File: config.mk
export PLATFORM = sky130hd
export DESIGN_NAME = systolic_feeder
export DESIGN_NICKNAME = d
export VERILOG_FILES = /design/src/rtl/feeder_pkg.sv /design/src/rtl/feeder_lane.sv /design/src/rtl/systolic_feeder.sv
export SDC_FILE = /design/constraint.sdc
export NUM_CORES = 1
export LEC_CHECK = 0
export CORE_MARGIN = 5
export CORE_UTILIZATION = 50
export DETAILED_ROUTE_END_ITERATION = 12
export PLACE_DENSITY = 0.88
export SLEW_MARGIN = 15
export SYNTH_ARGS = -nofsm -noshare
export SYNTH_HDL_FRONTEND = slang
export SYNTH_SLANG_ARGS = --single-unit
export TNS_END_PERCENT = 10
File: constraint.sdc
create_clock -name clk -period 1.7 [get_ports clk]
set_clock_uncertainty 0.05 [all_clocks]
set_input_delay 0.17 -clock clk [delete_from_list [all_inputs] [get_ports clk]]
set_output_delay 0.17 -clock clk [all_outputs]
set_load 0.05 [all_outputs]
File: src/rtl/feeder_pkg.sv
// Shared types and default sizing for the systolic feeder.
package feeder_pkg;

  typedef enum logic {
    StIdle,
    StStream
  } feeder_state_e;

  localparam int unsigned DefDataW = 8;
  localparam int unsigned DefDepth = 7;
  localparam int unsigned DefLanes = 4;

endpackage

File: src/rtl/feeder_lane.sv
// One feeder lane: MSB-first element shift register whose output is gated to the
// step window [OFFSET, OFFSET+DEPTH).
module feeder_lane
  import feeder_pkg::*;
#(
  parameter int unsigned DATA_W = DefDataW,
  parameter int unsigned DEPTH  = DefDepth,
  parameter int unsigned OFFSET = 0,
  parameter int unsigned CNT_W  = 4
) (
  input  logic                    clk,
  input  logic                    reset,
  input  logic                    i_load,
  input  logic                    i_idle,
  input  logic                    i_step,
  input  logic [CNT_W-1:0]        i_step_cnt,
  input  logic [DEPTH*DATA_W-1:0] i_data,
  output logic [DATA_W-1:0]       o_data,
  output logic                    o_valid
);

  localparam int unsigned        SrW = DEPTH * DATA_W;
  localparam logic [CNT_W-1:0]   WinLo = CNT_W'(OFFSET);
  localparam logic [CNT_W-1:0]   WinHi = CNT_W'(OFFSET + DEPTH);

  logic [SrW-1:0] r_shreg;
  logic           w_in_range;

  // A zero offset needs only the upper bound; no lower comparator is built.
  if (OFFSET == 0) begin : g_no_off
    assign w_in_range = (i_step_cnt < WinHi);
  end else begin : g_off
    assign w_in_range = (i_step_cnt >= WinLo) && (i_step_cnt < WinHi);
  end

  always_ff @(posedge clk) begin
    if (reset) begin
      r_shreg <= '0;
      o_data  <= '0;
      o_valid <= 1'b0;
    end else begin
      if (i_load) begin
        r_shreg <= i_data;
      end
      if (i_idle) begin
        o_data  <= '0;
        o_valid <= 1'b0;
      end else if (i_step) begin
        if (w_in_range) begin
          o_data  <= r_shreg[SrW-1 -: DATA_W];
          o_valid <= 1'b1;
          r_shreg <= r_shreg << DATA_W;
        end else begin
          o_data  <= '0;
          o_valid <= 1'b0;
        end
      end else begin
        o_valid <= 1'b0;
      end
    end
  end

endmodule

File: src/rtl/systolic_feeder.sv
// Burst loader and stepper feeding LANES rows of a systolic array.
// Define FEEDER_SKEW_EN to offset lane l by l steps (diagonal wavefront).
module systolic_feeder
  import feeder_pkg::*;
#(
  parameter int unsigned DATA_W = DefDataW,
  parameter int unsigned DEPTH  = DefDepth,
  parameter int unsigned LANES  = DefLanes
) (
  input  logic                          clk,
  input  logic                          reset,
  input  logic                          load_valid,
  output logic                          load_ready,
  input  logic [LANES*DEPTH*DATA_W-1:0] load_data,
  input  logic                          enable,
  output logic [LANES*DATA_W-1:0]       data_out,
  output logic [LANES-1:0]              out_valid,
  output logic                          busy,
  output logic                          done
);

  localparam int unsigned CntW = $clog2(DEPTH + LANES);
`ifdef FEEDER_SKEW_EN
  localparam int unsigned Skew = LANES - 1;
`else
  localparam int unsigned Skew = 0;
`endif
  localparam int unsigned      Steps = DEPTH + Skew;
  localparam logic [CntW-1:0]  LastStep = CntW'(Steps - 1);
  localparam int unsigned      LaneW = DEPTH * DATA_W;

  feeder_state_e   r_state;
  logic [CntW-1:0] r_step;
  logic            r_done;
  logic            w_accept;
  logic            w_idle;
  logic            w_step;

  assign w_idle     = (r_state == StIdle);
  assign w_accept   = w_idle && load_valid;
  assign w_step     = (r_state == StStream) && enable;
  assign load_ready = w_idle;
  assign busy       = (r_state == StStream);
  assign done       = r_done;

  always_ff @(posedge clk) begin
    if (reset) begin
      r_state <= StIdle;
      r_step  <= '0;
      r_done  <= 1'b0;
    end else begin
      r_done <= 1'b0;
      case (r_state)
        StIdle: begin
          if (load_valid) begin
            r_state <= StStream;
            r_step  <= '0;
          end
        end
        StStream: begin
          if (enable) begin
            if (r_step == LastStep) begin
              r_state <= StIdle;
              r_step  <= '0;
              r_done  <= 1'b1;
            end else begin
              r_step <= r_step + CntW'(1);
            end
          end
        end
        default: r_state <= StIdle;
      endcase
    end
  end

  for (genvar l = 0; l < LANES; l++) begin : g_lane
`ifdef FEEDER_SKEW_EN
    localparam int unsigned LaneOff = l;
`else
    localparam int unsigned LaneOff = 0;
`endif
    feeder_lane #(
      .DATA_W (DATA_W),
      .DEPTH  (DEPTH),
      .OFFSET (LaneOff),
      .CNT_W  (CntW)
    ) u_lane (
      .clk        (clk),
      .reset      (reset),
      .i_load     (w_accept),
      .i_idle     (w_idle),
      .i_step     (w_step),
      .i_step_cnt (r_step),
      .i_data     (load_data[(l+1)*LaneW-1 -: LaneW]),
      .o_data     (data_out[l*DATA_W +: DATA_W]),
      .o_valid    (out_valid[l])
    );
  end

endmodule

### Yosys cells after proc, flatten, opt, wreduce, memory -nomap -nowiden

Index checks and enable logic that the tools add are counted.
Widths: inputs -> output; s select.

| storage, ports and cells | value |
|---|---|
| input bits | 228 |
| register bits after elaboration | 263 |
| word-level logic and storage cells | 56 |

| operators by class | value |
|---|---|
| mux-type cells | 30 |
| order comparisons | 1 |
| eq/ne operators | 3 |
| reductions and logical operators | 6 |
| $add $sub $neg | 1 |
| bitwise logic cells | 3 |

Operator list:

| operator | number |
|---|---|
| $mux 56 | 16 |
| $mux 8 | 4 |
| $mux 4 | 3 |
| $pmux 4 s2 | 1 |
| $reduce_or 3->1 | 2 |
| $mux 1 | 5 |
| $add 4x1->4 const B | 1 |
| $eq 4x3->1 const B | 1 |
| $lt 4x3->1 const B | 1 |
| $ne 2x2->1 const B | 2 |
| $not 1->1 | 3 |
| $logic_and 1x1->1 | 2 |
| $pmux 1 s2 | 1 |
| $reduce_and 2->1 | 1 |
| $reduce_or 2->1 | 1 |

### Longest topological paths before layout

| depth | value |
|---|---|
| word-level depth | 6 |
| depth in mapped cells | 7 |

### By module

Synthesis repeated with hierarchy kept, for this count alone.

| second synthesis, totals | value |
|---|---|
| cells, all modules | 1374 |
| area total of the unflattened synthesis | 13564.3 um^2 |

By module, submodules not included:

| module | cells an instance | area each (um^2) | instances |
|---|---|---|---|
| feeder_lane | 335 | 3315.7 | 4 |
| systolic_feeder | 34 | 301.5 | 1 |

### Least setup slack after synthesis

Ideal clock, no wire load.

| timing path | value |
|---|---|
| path type | reg2reg |
| start point | register r_state, in the netlist busy |
| end point | register g_lane[0].u_lane.r_shreg[55] |
| cell stages (with the launch flop) | 7 |
| buffers on the path | 3 |
| setup time | 0.136 ns |
| data arrival time | 1.574 ns |
| setup slack | -0.060 ns |
| path through | dfxtp_1 -> buf_4 -> nand3b_2 -> buf_4 -> buf_1 -> o31ai_1 -> a31oi_1 |

| between the ends | value |
|---|---|
| cells in the longest elaborated chain, start to end | 6 |
| elaborated cells on any way between the ends | 7 |

Ends and longest elaborated chain:

| what | RTL line | text |
|---|---|---|
| start: declaration | systolic_feeder.sv:32 | `feeder_state_e r_state;` |
| start signal: assignment | systolic_feeder.sv:48 | `r_state <= StIdle;` |
| start signal: assignment | systolic_feeder.sv:56 | `r_state <= StStream;` |
| start signal: assignment | systolic_feeder.sv:63 | `r_state <= StIdle;` |
| $not 1->1 (no source line) | - |  |
| $logic_and 1x1->1 | systolic_feeder.sv:40 | `assign w_accept = w_idle && load_valid;` |
| $mux 56 | feeder_lane.sv:42 | `if (i_load) begin` |
| $mux 56 | feeder_lane.sv:49 | `if (w_in_range) begin` |
| $mux 56 | feeder_lane.sv:48 | `end else if (i_step) begin` |
| $mux 56 (*) | feeder_lane.sv:45 | `if (i_idle) begin` |
| end signal: assignment | feeder_lane.sv:43 | `r_shreg <= i_data;` |
| end signal: assignment | feeder_lane.sv:52 | `r_shreg <= r_shreg << DATA_W;` |
| end: declaration | feeder_lane.sv:26 | `logic [SrW-1:0] r_shreg;` |

Mark *: on every way between the ends. The rest lies on a longest branch, timed or not.
A chain may end at the register's enable or synchronous reset.

### Worst setup path in the final report

| timing path | value |
|---|---|
| start point | register g_lane[1].u_lane.o_data[4] |
| end point | output port data_out[12] |

RTL lines:

| what | RTL line | text |
|---|---|---|
| start: declaration | feeder_lane.sv:18 | `output logic [DATA_W-1:0] o_data,` |
| start signal: assignment | feeder_lane.sv:50 | `o_data <= r_shreg[SrW-1 -: DATA_W];` |
| end: declaration | systolic_feeder.sv:16 | `output logic [LANES*DATA_W-1:0] data_out,` |

No word-level cell between the ends.

==> impl_metrics.ini <==
[run_status]
outcome = completed

[drt]
via_per_inst = 5.92
drc = 0
ant_nets = 0
routed_wl_mm = 34.9
drtIter0Drc = 1233
routedWlPerCell_um = 18.1
first_pass_iters = 6
vias = 11400

[place]
place.gp.congestion = 0.910
post-place-cells = 1883
io_buffer_count = 266
place_ws_ns = -0.180
hpwl_mm = 24.1

[setup_path]
critical_path_class = reg -> out
path_delay_family = buffers and inverters
crit_required_ns = 1.48
critPathLaunchType = flop
cpPeakStageDelay_ns = 0.53
critPathArrivalTime_ns = 1.40
crit_path_top_delay_cell = dlygate4sd2_1
crit_fanout = 2
crit_buf_inv = 1
cp_cell_sequence = dlygate4sd2_1
critPathCaptureType = output pin

[clocking]
cts_max_level = 1
worst_skew_pair.late_latency_ns = 0.53
root_buffer = clkbuf_16
clockBufferDepth = 3
hold_buffers = 0
clock_sinks = 263
clk_pin_slew_ns = 0.06
cts_tree = built
cts_buffers = 27

[yosys]
synth-seq-area-share_pct = 46.5
synth_top_area_cell = dfxtp_1
synth_area_sq_mm = 0.0113
synth_flop_cell = dfxtp_1
synth_cell_type_count = 29
syn_avg_cell_area_sq_um = 8.00
syn_nets = 1642
synth_top_area_share_pct = 46.5
syn_inst = 1414
async_reset_ff_share_pct = 0
synth_area_leaders = dfxtp_1 47%, nand2_1 16%, o31ai_1 13%
yosys-top-cells-count = 483 x nand2_1, 263 x dfxtp_1, 193 x a31oi_1, 192 x o31ai_1, 62 x buf_2
synth_most_common_cell = nand2_1
yosysWarnings = 0
synth_edf_count = 0
ys_ff_latch = 263

[power_and_ir_drop]
p_leak_nw = 5.64
power_density_mw_per_mm2 = 969
ir_drop_mv = 0.658

[sta]
rsz0062_at_grt = no
period_share_pct = 95.2
final.setup.worst_slack_ns = 0.0818
tightest_slew_ns = 0.494
finalCriticalPeriod_ns = 1.62
fin_hold_ws_ns = 0.131
setup_viol = 0
max_freq_mhz = 618
slew_headroom_pct = 67.2
finalHoldViolCount = 0
slew_violations = 0

[cells_and_area]
nets = 1855
layout-drive-gt1-share_pct = 9.49
antenna_cells = 0
fin_cells = 1928
syn_to_final_growth_pct = 35.5

[grt]
grt_use_total_pct = 25.5
antenna_found_initial = 2
grt_pass1_vias = 11100
grt_max_degree = 84
gr-total-overflow = 0
grt_pass1_wl_mm = 55.6

[floorplanning]
core_sq_mm = 0.0224
die_area_sq_mm = 0.0257
die_width_um = 160
io_pins = 267
start_util_pct = 50.5
rows = 55
die_height_um = 160

[job]
maxCapViolations = 0

[min_path]
min_path_type = in -> reg
-- layout make-up --
| type | count | area [sq um] |
|---|---|---|
| multi-input combinational | 990 | 5240 |
| fill | 1676 | 7090 |
| tap | 285 | 357 |
| sequential | 263 | 5270 |
| clock inverter | 7 | 116 |
| clock buffer | 38 | 737 |
| timing repair buffer | 342 | 3600 |
| inverter | 3 | 16.3 |
-- timing repair --
action	in CTS	in global routing
resized for setup	5	0
setup endpoints to repair	5	0
setup buffers	0	0
-- layer usage --
layer	track usage (%)	wire (um)
met2	43.1	16500
met3	5.31	2990
met5	0	30
met1	32.6	14300
met4	8.29	1130
-- final timing paths --
| kind | from | cells past startpoint | endpoint | slack, ns |
|---|---|---|---|---|
| min | load_data[6] | 3 | g_lane[0].u_lane.r_shreg[6] | 0.13 |
| max reg2reg | busy | 5 | g_lane[0].u_lane.r_shreg[28] | 0.11 |
| max | g_lane[1].u_lane.o_data[4] | 1 | data_out[12] | 0.08 |
| min reg2reg | g_lane[3].u_lane.r_shreg[50] | 2 | g_lane[3].u_lane.o_data[2] | 0.40 |
-- cells by family after synthesis --
family / count (synthesis) / synth area share [%]
AND/OR/NAND/NOR: 534 / 19.3
AO/OA/AOI/OAI: 456 / 26.6
flip-flops: 263 / 46.5
buffers and inverters: 161 / 7.58
-- through the flow --
stage	utilization (%)	total power, W	cell area, sq um	TNS [ns]
floorplan	-	0.00803	11300	0
CTS	68.4	0.0149	15300	0
global placement	64.6	0.00903	14500	-0.341
global route	68.4	0.0154	15300	0
detailed placement	64.6	0.00911	14500	-1.42
finish	68.4	0.0149	15300	0
-- layout by cell type, fill, tap and decap left out, types with 2 or more instances in the layout --
master           count
clkdlybuf4s50_1    227
o31ai_1            192
a21oi_1             35
nor2_1               2
clkbuf_8             2
clkbuf_1             9
buf_4               73
a31oi_1            193
o21ai_0             28
bufinv_16            3
o21ai_1              4
nand2b_4             2
inv_1                2
nand3b_1            33
nand2_1            483
clkinv_2             2
nor2b_4              2
buf_12              37
clkbuf_16           27
dlygate4sd2_1        5
dfxtp_1            262
inv_6                2
nand3_1              4
-- power breakdown --
group	internal [W]	total (W)	switching (W)
registers	0.00659	0.00684	0.000247
logic	0.00110	0.00218	0.00108
clock network	0.00345	0.00584	0.00239
-- state kept, by name, summed over array words and instances, names as in the netlist --
register and cells:
g_lane.u_lane.r_shreg 224, g_lane.u_lane.o_data 32, busy 1, done 1
r_step 4, g_lane.u_lane.o_valid 1
Power figures use the tool's default switching activity.
